## src/rtl/vga_grid_scanout.sv

```systemverilog
// 640x480@60 VGA scan-out of the Tetris grid memory (read port B).
// Counters -> address -> sync read -> colour, with sync delayed to match.
module vga_grid_scanout #(
  parameter int H_VISIBLE = 640,
  parameter int H_FP = 16,
  parameter int H_SYNC = 96,
  parameter int H_BP = 48,
  parameter int V_VISIBLE = 480,
  parameter int V_FP = 10,
  parameter int V_SYNC = 2,
  parameter int V_BP = 33,
  parameter int GRID_X0 = 240,
  parameter int GRID_Y0 = 80,
  parameter int CELL_SHIFT = 4,
  parameter int GRID_COLS = 10,
  parameter int GRID_ROWS = 20,
  parameter logic [7:0] BG_COLOR = 8'h00
) (
  input  logic        clk,
  input  logic        rst_n,
  output logic [15:0] addr_b,
  input  logic [7:0]  q_b,
  output logic [7:0]  rgb,
  output logic        hsync,
  output logic        vsync,
  output logic        blank,
  output logic        frame_start
);

  localparam int H_TOTAL = H_VISIBLE + H_FP + H_SYNC + H_BP;
  localparam int V_TOTAL = V_VISIBLE + V_FP + V_SYNC + V_BP;

  localparam logic [9:0] H_LAST = 10'(H_TOTAL - 1);
  localparam logic [9:0] V_LAST = 10'(V_TOTAL - 1);
  localparam logic [9:0] H_VIS = 10'(H_VISIBLE);
  localparam logic [9:0] V_VIS = 10'(V_VISIBLE);
  localparam logic [9:0] HS_FIRST = 10'(H_VISIBLE + H_FP);
  localparam logic [9:0] HS_LAST = 10'(H_VISIBLE + H_FP + H_SYNC - 1);
  localparam logic [9:0] VS_FIRST = 10'(V_VISIBLE + V_FP);
  localparam logic [9:0] VS_LAST = 10'(V_VISIBLE + V_FP + V_SYNC - 1);
  localparam logic [9:0] GX_FIRST = 10'(GRID_X0);
  localparam logic [9:0] GX_END =
    10'(GRID_X0 + (GRID_COLS << CELL_SHIFT));
  localparam logic [9:0] GY_FIRST = 10'(GRID_Y0);
  localparam logic [9:0] GY_END =
    10'(GRID_Y0 + (GRID_ROWS << CELL_SHIFT));
  localparam logic [15:0] COLS16 = 16'(GRID_COLS);

  typedef struct packed {
    logic hs_n;
    logic vs_n;
    logic vis;
    logic in_grid;
    logic sof;
  } ctl_t;

  // Sync pipeline resets to the idle (inactive, blanked) levels
  localparam ctl_t CTL_RST = '{
    hs_n: 1'b1,
    vs_n: 1'b1,
    vis: 1'b0,
    in_grid: 1'b0,
    sof: 1'b0
  };

  logic [9:0]  h_cnt;
  logic [9:0]  v_cnt;
  logic [9:0]  h_off;
  logic [9:0]  v_off;
  logic [15:0] col;
  logic [15:0] row;
  logic [15:0] addr0;
  ctl_t        c0;
  ctl_t        c1;
  ctl_t        c2;

  always_ff @(posedge clk or negedge rst_n) begin
    if (!rst_n) begin
      h_cnt <= '0;
      v_cnt <= '0;
    end else if (h_cnt == H_LAST) begin
      h_cnt <= '0;
      if (v_cnt == V_LAST)
        v_cnt <= '0;
      else
        v_cnt <= v_cnt + 10'd1;
    end else begin
      h_cnt <= h_cnt + 10'd1;
    end
  end

  always_comb begin
    c0 = CTL_RST;
    c0.hs_n = !((h_cnt >= HS_FIRST) && (h_cnt <= HS_LAST));
    c0.vs_n = !((v_cnt >= VS_FIRST) && (v_cnt <= VS_LAST));
    c0.vis = (h_cnt < H_VIS) && (v_cnt < V_VIS);
    c0.in_grid = c0.vis
      && (h_cnt >= GX_FIRST) && (h_cnt < GX_END)
      && (v_cnt >= GY_FIRST) && (v_cnt < GY_END);
    c0.sof = (h_cnt == 10'd0) && (v_cnt == V_VIS);
  end

  assign h_off = h_cnt - GX_FIRST;
  assign v_off = v_cnt - GY_FIRST;
  assign col = {6'd0, h_off} >> CELL_SHIFT;
  assign row = {6'd0, v_off} >> CELL_SHIFT;
  // Constant multiply reduces to shift-add
  assign addr0 = row * COLS16 + col;

  always_ff @(posedge clk or negedge rst_n) begin
    if (!rst_n) begin
      c1 <= CTL_RST;
      c2 <= CTL_RST;
      addr_b <= '0;
    end else begin
      c1 <= c0;
      c2 <= c1;
      addr_b <= c0.in_grid ? addr0 : 16'd0;
    end
  end

  always_ff @(posedge clk or negedge rst_n) begin
    if (!rst_n) begin
      rgb <= '0;
      hsync <= 1'b1;
      vsync <= 1'b1;
      blank <= 1'b1;
      frame_start <= 1'b0;
    end else begin
      if (c2.in_grid)
        rgb <= q_b;
      else if (c2.vis)
        rgb <= BG_COLOR;
      else
        rgb <= 8'h00;
      hsync <= c2.hs_n;
      vsync <= c2.vs_n;
      blank <= !c2.vis;
      frame_start <= c2.sof;
    end
  end

endmodule

```

## config.mk

```make
export PLATFORM = sky130hd
export DESIGN_NAME = vga_grid_scanout
export DESIGN_NICKNAME = d
export VERILOG_FILES = /design/src/rtl/vga_grid_scanout.sv
export SDC_FILE = /design/constraint.sdc
export NUM_CORES = 1
export LEC_CHECK = 0
export CAP_MARGIN = 20
export CORE_MARGIN = 4
export CORE_UTILIZATION = 50
export CTS_CLUSTER_SIZE = 20
export DETAILED_ROUTE_END_ITERATION = 8
export GPL_ROUTABILITY_DRIVEN = 0
export PLACE_DENSITY_LB_ADDON = 0.1
export SYNTH_ARGS = -nofsm -noshare
export SYNTH_HDL_FRONTEND = slang
export SYNTH_SLANG_ARGS = --single-unit
```

## constraint.sdc

```tcl
create_clock -name clk -period 8.9 [get_ports clk]
set_clock_uncertainty 0.15 [all_clocks]
set_input_delay 1.78 -clock clk [delete_from_list [all_inputs] [get_ports clk]]
set_output_delay 1.78 -clock clk [all_outputs]
set_load 0.02 [all_outputs]
```

==> results of run 1 <==
-- metrics by stage --
| stage | util (%) | hold WS, ns |
|---|---|---|
| global placement | 57.9 | 0.184 |
| global route | 59.6 | 0.200 |
| floorplan | - | 0.181 |
| finish | 59.6 | 0.200 |
| detailed placement | 57.9 | 0.187 |
| CTS | 59.6 | 0.199 |
-- metal layers --
layer	global-route usage (%)	up-vias
li1	-	1001
met1	21.4	946
met3	3.36	6
met2	23.9	52
met4	4.24	0
met5	0	-
-- cells by family (layout without fill, tap and decap cells) --
kind of cell / after synthesis / after routing / synth area share, %
compound gates: 54 / 54 / 12.3
xor+xnor: 20 / 20 / 6.08
fa+ha+maj: 30 / 30 / 13.6
buf+inv: 33 / 57 / 5.65
flops: 53 / 53 / 46.4
mux: 1 / 1 / 0.391
other cells: 1 / 6 / 0.130
simple gates: 85 / 85 / 15.5
-- path summary, 6_finish.rpt --
check,to,slack (ns)
worst max-delay path,addr_b[9],5.36
max in group asynchronous,addr_b[1],6.76
worst min register to register,c2[0],0.20
min in group asynchronous,rgb[1],1.42
worst max register to register,addr_b[9],5.36
worst min-delay path,c2[0],0.20
-- flip-flops by register name, indices dropped and copies added (netlist names) --
register / flops
frame_start: 1
addr_b: 11
c2: 5
c1: 5
blank: 1
v_cnt: 10
h_cnt: 10
hsync: 1
vsync: 1
rgb: 8
-- cell type report --
cell class / count / share of cell area [%]
Inverter: 16 / 1.82
Clock buffer: 5 / 2.08
Sequential cell: 53 / 40.4
Clock inverter: 3 / 0.758
Multi-Input combinational cell: 196 / 42.4
Tap cell: 72 / 2.73
Timing Repair Buffer: 33 / 9.77
-- layout by cell type (no fill, tap or decap), types with 2 or more instances in the layout --
cell             Yosys  routed
xnor2_1             10      10
nor4_1               3       3
o41ai_1              2       2
a21o_1               6       6
o21bai_1             2       2
a31oi_1              4       4
conb_1               1       6
nand3_1              8       8
ha_1                28      28
clkdlybuf4s50_1      0      31
o21ai_0             15      15
fa_1                 2       2
nand4_1              4       4
nand2b_1             3       3
inv_1               16      16
nor2_1              25      25
nor3_2               2       2
a211oi_1             4       4
or3_1                2       2
xor2_1              10      10
clkbuf_8             0       5
dfrtp_1             46      46
dfstp_2              7       7
and2_1               9       9
nor3_1               7       7
o211ai_1             2       2
a41oi_1              2       2
nand2_1             13      13
o31ai_1              3       3
a21oi_1              9       9
-- power groups by stage --
stage	sequential (mW)	combinational (mW)	clock, mW
final	0.241	0.0109	0.138
after global routing	0.241	0.0125	0.152
after CTS	0.241	0.0114	0.143
after detailed placement	0.246	0.0113	0
after global placement	0.246	0.0113	0
after floorplan	0.246	0.00355	0
==> results.txt, run 1 <==
outcome -> finished, final reports clean
top post-synthesis cells by area -> dfrtp_1 (40%), ha_1 (12%), dfstp_2 (6.4%)
total vias in the final route -> 2,005
clk slew on worst S/H paths -> 0.10 ns
largest net degree at the start of global routing -> 54
max_cap viols -> 0
Root Buffer -> clkbuf_8
Post-Syn Area per Cell -> 10.4 um^2
layout cells sized above 1 -> 7.52%
Placed Cells incl. Taps -> 370
Iter 0 DRT Violations -> 83
ANT nets after route -> 0
initial antenna violation count -> 0
# port buffers -> 32
top layer in use -> met4
per-cell routed wire length -> 13.2 um
f_max -> 0.283 GHz
Setup CP Type -> flop to flop
EDFF count, synth -> 0
Die Width -> 83.9 um
Worst path top cell family by delay -> adder cells
register area -> 1340 um^2
slowest cell delay on critical path -> 0.48 ns
Critical Path Start -> v_cnt[4]
fill count -> 474
Post-synth ARST share -> 100%
share of total power in combinational logic -> 2.8%
Worst setup EP type -> flop
post-synth top area cell -> dfrtp_1
htree depth -> 2
final hold vios -> 0
Synth cell types -> 48
CTS Buffer Depth -> 2
nets -> 345
# rows -> 27
post-synthesis sequential area ratio -> 46.4%
Critical Path Fanout Max -> 8
WP data arrival -> 3.62 ns
Final setup viols -> 0
setup bufs post-CTS -> 0
CTS tree -> built
Top FF cell, synth -> dfrtp_1
Hold Crit Class -> flop to flop
DRT Pass-1 Iters -> 4
Detail Placement HPWL -> 3730 um
Lkg Pwr -> 1.48 nW
final WL -> 5000 um
die area -> 7040 um^2
cell internal pwr -> 0.302 mW
slew margin rel. -> 49.2%
cell repeated most along the worst path -> ha_1
Met1 Wirelength -> 2380 um
maximum vdd ir drop -> 0.0000757 V
flops & latches, synth -> 53
most frequent cell after synthesis -> dfrtp_1
Die Y -> 83.9 um
Max Slew Vio Count -> 0
worst-margin pin slew -> 0.756 ns
Tot Pwr -> 0.390 mW
reg2reg start -> v_cnt[4]
Ports -> 38
met2 WL -> 2310 um
Tcrit/Tclk final -> 39.8%
vias in the first global route -> 1,896
sw power -> 0.0880 mW
area of the mapped netlist -> 2880 um^2
Residual DRC -> 0
slowest CP cell -> fa_1
worst skew pair latency -> 0.31 ns
Placement Cell Area -> 3210 um^2
post-synth top area share -> 40.0%
Area Growth Syn to Fin -> 14.7%
Initial Util -> 52.0%
proportion of power drawn by the clock network -> 35.3%
# diodes -> 0
WP buf/inv -> 2
routed wl met3 -> 249 um
Finished Cell Area -> 3300 um^2
Flop pwr share -> 61.9%
Core ar. -> 5540 um^2
via/cell ratio -> 5.30
first-pass GRT wire length -> 8880 um
Reg2Reg Depth -> 13
post-cts resize count -> 0
Commonest cells post-synth -> dfrtp_1 (46), ha_1 (28), nor2_1 (25)
Post-Layout Cell Count -> 378
HP Start -> c1[0]
TritonCTS buffer count -> 5
Worst EP required -> 8.98 ns
area of the multi-input gates -> 1400 um^2
pwr/cell area -> 118 nW/um^2
crit path time final -> 3.54 ns
cts hold-fix bufs -> 0
Post-Place Setup Slack -> 5.41 ns
gate count after technology mapping -> 277
TritonCTS sink count -> 53
YS warnings -> 0
Sw Share -> 22.6%
Critical Path Source Type -> flop
setup tns final -> 0 ns
RSZ-0062 raised after global routing -> no
crit-path cells -> inv_1 > ha_1 > inv_1 > a21oi_1 > xor2_1 > ha_1 > fa_1 > ha_1 > o21ai_0 > nor2_1 > o21bai_1 > or3_1 > a21oi_1
hold path cells -> 0
crit path setup slack, layout -> 5.36 ns
Total GRT Usage -> 15.3%
grt ovf -> 0
critical path depth -> 13
Note: power is estimated with default switching activity, not from simulation.
==> run 2: changes to the inputs <==
- clock period: 8.9 -> 3.32 ns (I/O delays scaled with it)
==> run 2 against run 1 <==
Compared with the run above:
- routed wire length rose by 11%
- register-to-register slack got worse by 5.3 ns
- via count rose by 3.6%
- sequential power rose to 2.7 times the previous value
==> results.txt, run 2 (synthesized netlist as in run 1, its figures left out) <==
Tot Pwr -> 1.06 mW (+170%)
crit path time final -> 3.26 ns (-0.282 ns)
CTS tree -> built
# rows -> 27 (unchanged)
Lkg Pwr -> 1.58 nW (+7.3%)
crit path setup slack, layout -> 0.0635 ns (-5.30 ns)
cell repeated most along the worst path -> ha_4
Iter 0 DRT Violations -> 60 (-28%)
WP buf/inv -> 1 (-1)
max_cap viols -> 0 (unchanged)
largest net degree at the start of global routing -> 35 (-35%)
pwr/cell area -> 299 nW/um^2 (+150%)
leading cell types in the layout, fill and taps excluded -> dfrtp_1 (46), clkdlybuf4s50_1 (31), ha_1 (25)
Max Slew Vio Count -> 0 (unchanged)
post-layout util -> 63.8% (+4.1 points)
TritonCTS sink count -> 53 (unchanged)
crit-path cells -> buf_6 > o21a_1 > xnor2_2 > ha_1 > ha_4 > fa_1 > ha_4 > o21ai_2 > nor2_2 > o21bai_1 > or3_1 > a21oi_2
Area Growth Syn to Fin -> 22.6%
Die Y -> 83.9 um (unchanged)
per-cell routed wire length -> 13.8 um (+4.6%)
Critical Path Source Type -> flop
CTS Buffer Depth -> 2 (unchanged)
Detail Placement HPWL -> 3990 um (+6.9%)
# diodes -> 0 (unchanged)
htree depth -> 2 (unchanged)
number of flip-flops in the largest register -> 11 (unchanged)
slowest cell delay on critical path -> 0.52 ns (+0.04 ns)
worst skew pair latency -> 0.31 ns (about the same)
RSZ-0062 raised after global routing -> yes
# port buffers -> 32 (unchanged)
clk slew on worst S/H paths -> 0.10 ns (about the same)
Tcrit/Tclk final -> 98.1% (+58 points)
WHS -> 0.108 ns (-0.0912 ns)
nets -> 367 (+6.4%)
Root Buffer -> clkbuf_8
Ports -> 38 (unchanged)
Total GRT Usage -> 15.9% (+0.59 points)
Initial Util -> 52.0% (unchanged)
Residual DRC -> 0 (unchanged)
Worst EP required -> 3.41 ns (-5.57 ns)
DRT Pass-1 Iters -> 4 (unchanged)
Final setup viols -> 0 (unchanged)
grt ovf -> 0 (unchanged)
first-pass GRT wire length -> 9150 um (+3.0%)
f_max -> 0.307 GHz (+8.7%)
Top reg by flops -> addr_b
final hold vios -> 0 (unchanged)
final WL -> 5530 um (+11%)
Hold Crit Class -> primary input to async pin
Die Width -> 83.9 um (unchanged)
biggest regs -> addr_b: 11 flops, h_cnt: 10 flops, v_cnt: 10 flops
ANT nets after route -> 0 (unchanged)
total vias in the final route -> 2,077 (+3.6%)
commonest non-fill, non-tap cell in the layout -> dfrtp_1
initial antenna violation count -> 0 (unchanged)
TritonCTS buffer count -> 5 (unchanged)
Core ar. -> 5540 um^2 (unchanged)
Post-Place Setup Slack -> -0.00871 ns (-5.42 ns)
via/cell ratio -> 5.19 (-2.1%)
Worst setup EP type -> flop
Worst path top cell family by delay -> adder cells
vias in the first global route -> 1,935 (+2.1%)
die area -> 7040 um^2 (unchanged)
Critical Path Fanout Max -> 4 (-4)
slowest CP cell -> fa_1
layout cells sized above 1 -> 17.1% (+9.6 points)
outcome -> finished, final reports clean
Setup CP Type -> flop to flop
maximum vdd ir drop -> 0.000179 V (+140%)
WP data arrival -> 3.34 ns (-0.28 ns)
## run 2: cell count changes in the layout (fill, tap and decap cells not counted), sizes merged
cell | previous run | this run
clkinvlp | 1 | 2
clkinv | 1 | 0
buf | 2 | 24
## run 2: stage by stage
| step | TNS, ns | cells | area (um^2) |
|---|---|---|---|
| after global placement | 0 | 379 | 3280 |
| after detailed placement | -0.00871 | 379 | 3280 |
| after global routing | -0.0569 | 400 | 3530 |
| after floorplan | 0 | 282 | 2900 |
| final | 0 | 400 | 3530 |
| after CTS | 0 | 394 | 3460 |
## run 2: final cells by class
type                            count  area (um^2)
Fill cell                         454         2010
Multi-Input combinational cell    196         1460
Sequential cell                    53         1340
Timing Repair Buffer               55          492
Tap cell                           72         90.1
Clock buffer                        5         68.8
Inverter                           16         60.1
Clock inverter                      3         26.3
## run 2: power breakdown
part / internal (mW) / switching [mW]
sequential: 0.646 / 0.000119
combinational: 0.0103 / 0.0189
clock: 0.154 / 0.228
## run 2: metal layers
layer  part of all wire (%)  wire [um]  GRT usage, %  up-vias
met1                     46       2520          20.5      966
met2                     48       2640          26.5       59
li1                       -          -             -     1044
met4                    1.7         93          6.14        0
met3                    5.0        278          2.67        8
met5                      0          0             0        -
## run 2: what timing repair did
action,in CTS,in global routing
hold buffers,0,0
pin swaps,6,11
setup buffers,7,6
gates resized for setup,8,7
setup endpoints to repair,1,2
## run 2: worst register-to-register path, stage by stage (launching register included)
cell      delay [ns]
dfrtp_1         0.42
buf_6           0.13
o21a_1          0.21
xnor2_2         0.16
ha_1            0.34
ha_4            0.18
fa_1            0.52
ha_4            0.31
o21ai_2         0.06
nor2_2          0.11
o21bai_1        0.10
or3_1           0.39
a21oi_2         0.12
## run 2: final timing paths
path,startpoint,endpoint,slack [ns],depth (start not counted)
max,v_cnt[4],addr_b[9],0.06,12
min,rst_n,rgb[2],0.11,1
max reg2reg,v_cnt[4],addr_b[9],0.06,12
min reg2reg,c1[0],c2[0],0.20,0
max in group asynchronous,rst_n,c1[3],2.11,2
min in group clk,c1[0],c2[0],0.20,0
==> run 3: changes to the inputs <==
- CAP_MARGIN: 20 -> 0
==> results of run 3 <==
No change in the layout: final DEF, timing and power equal those of run 2.
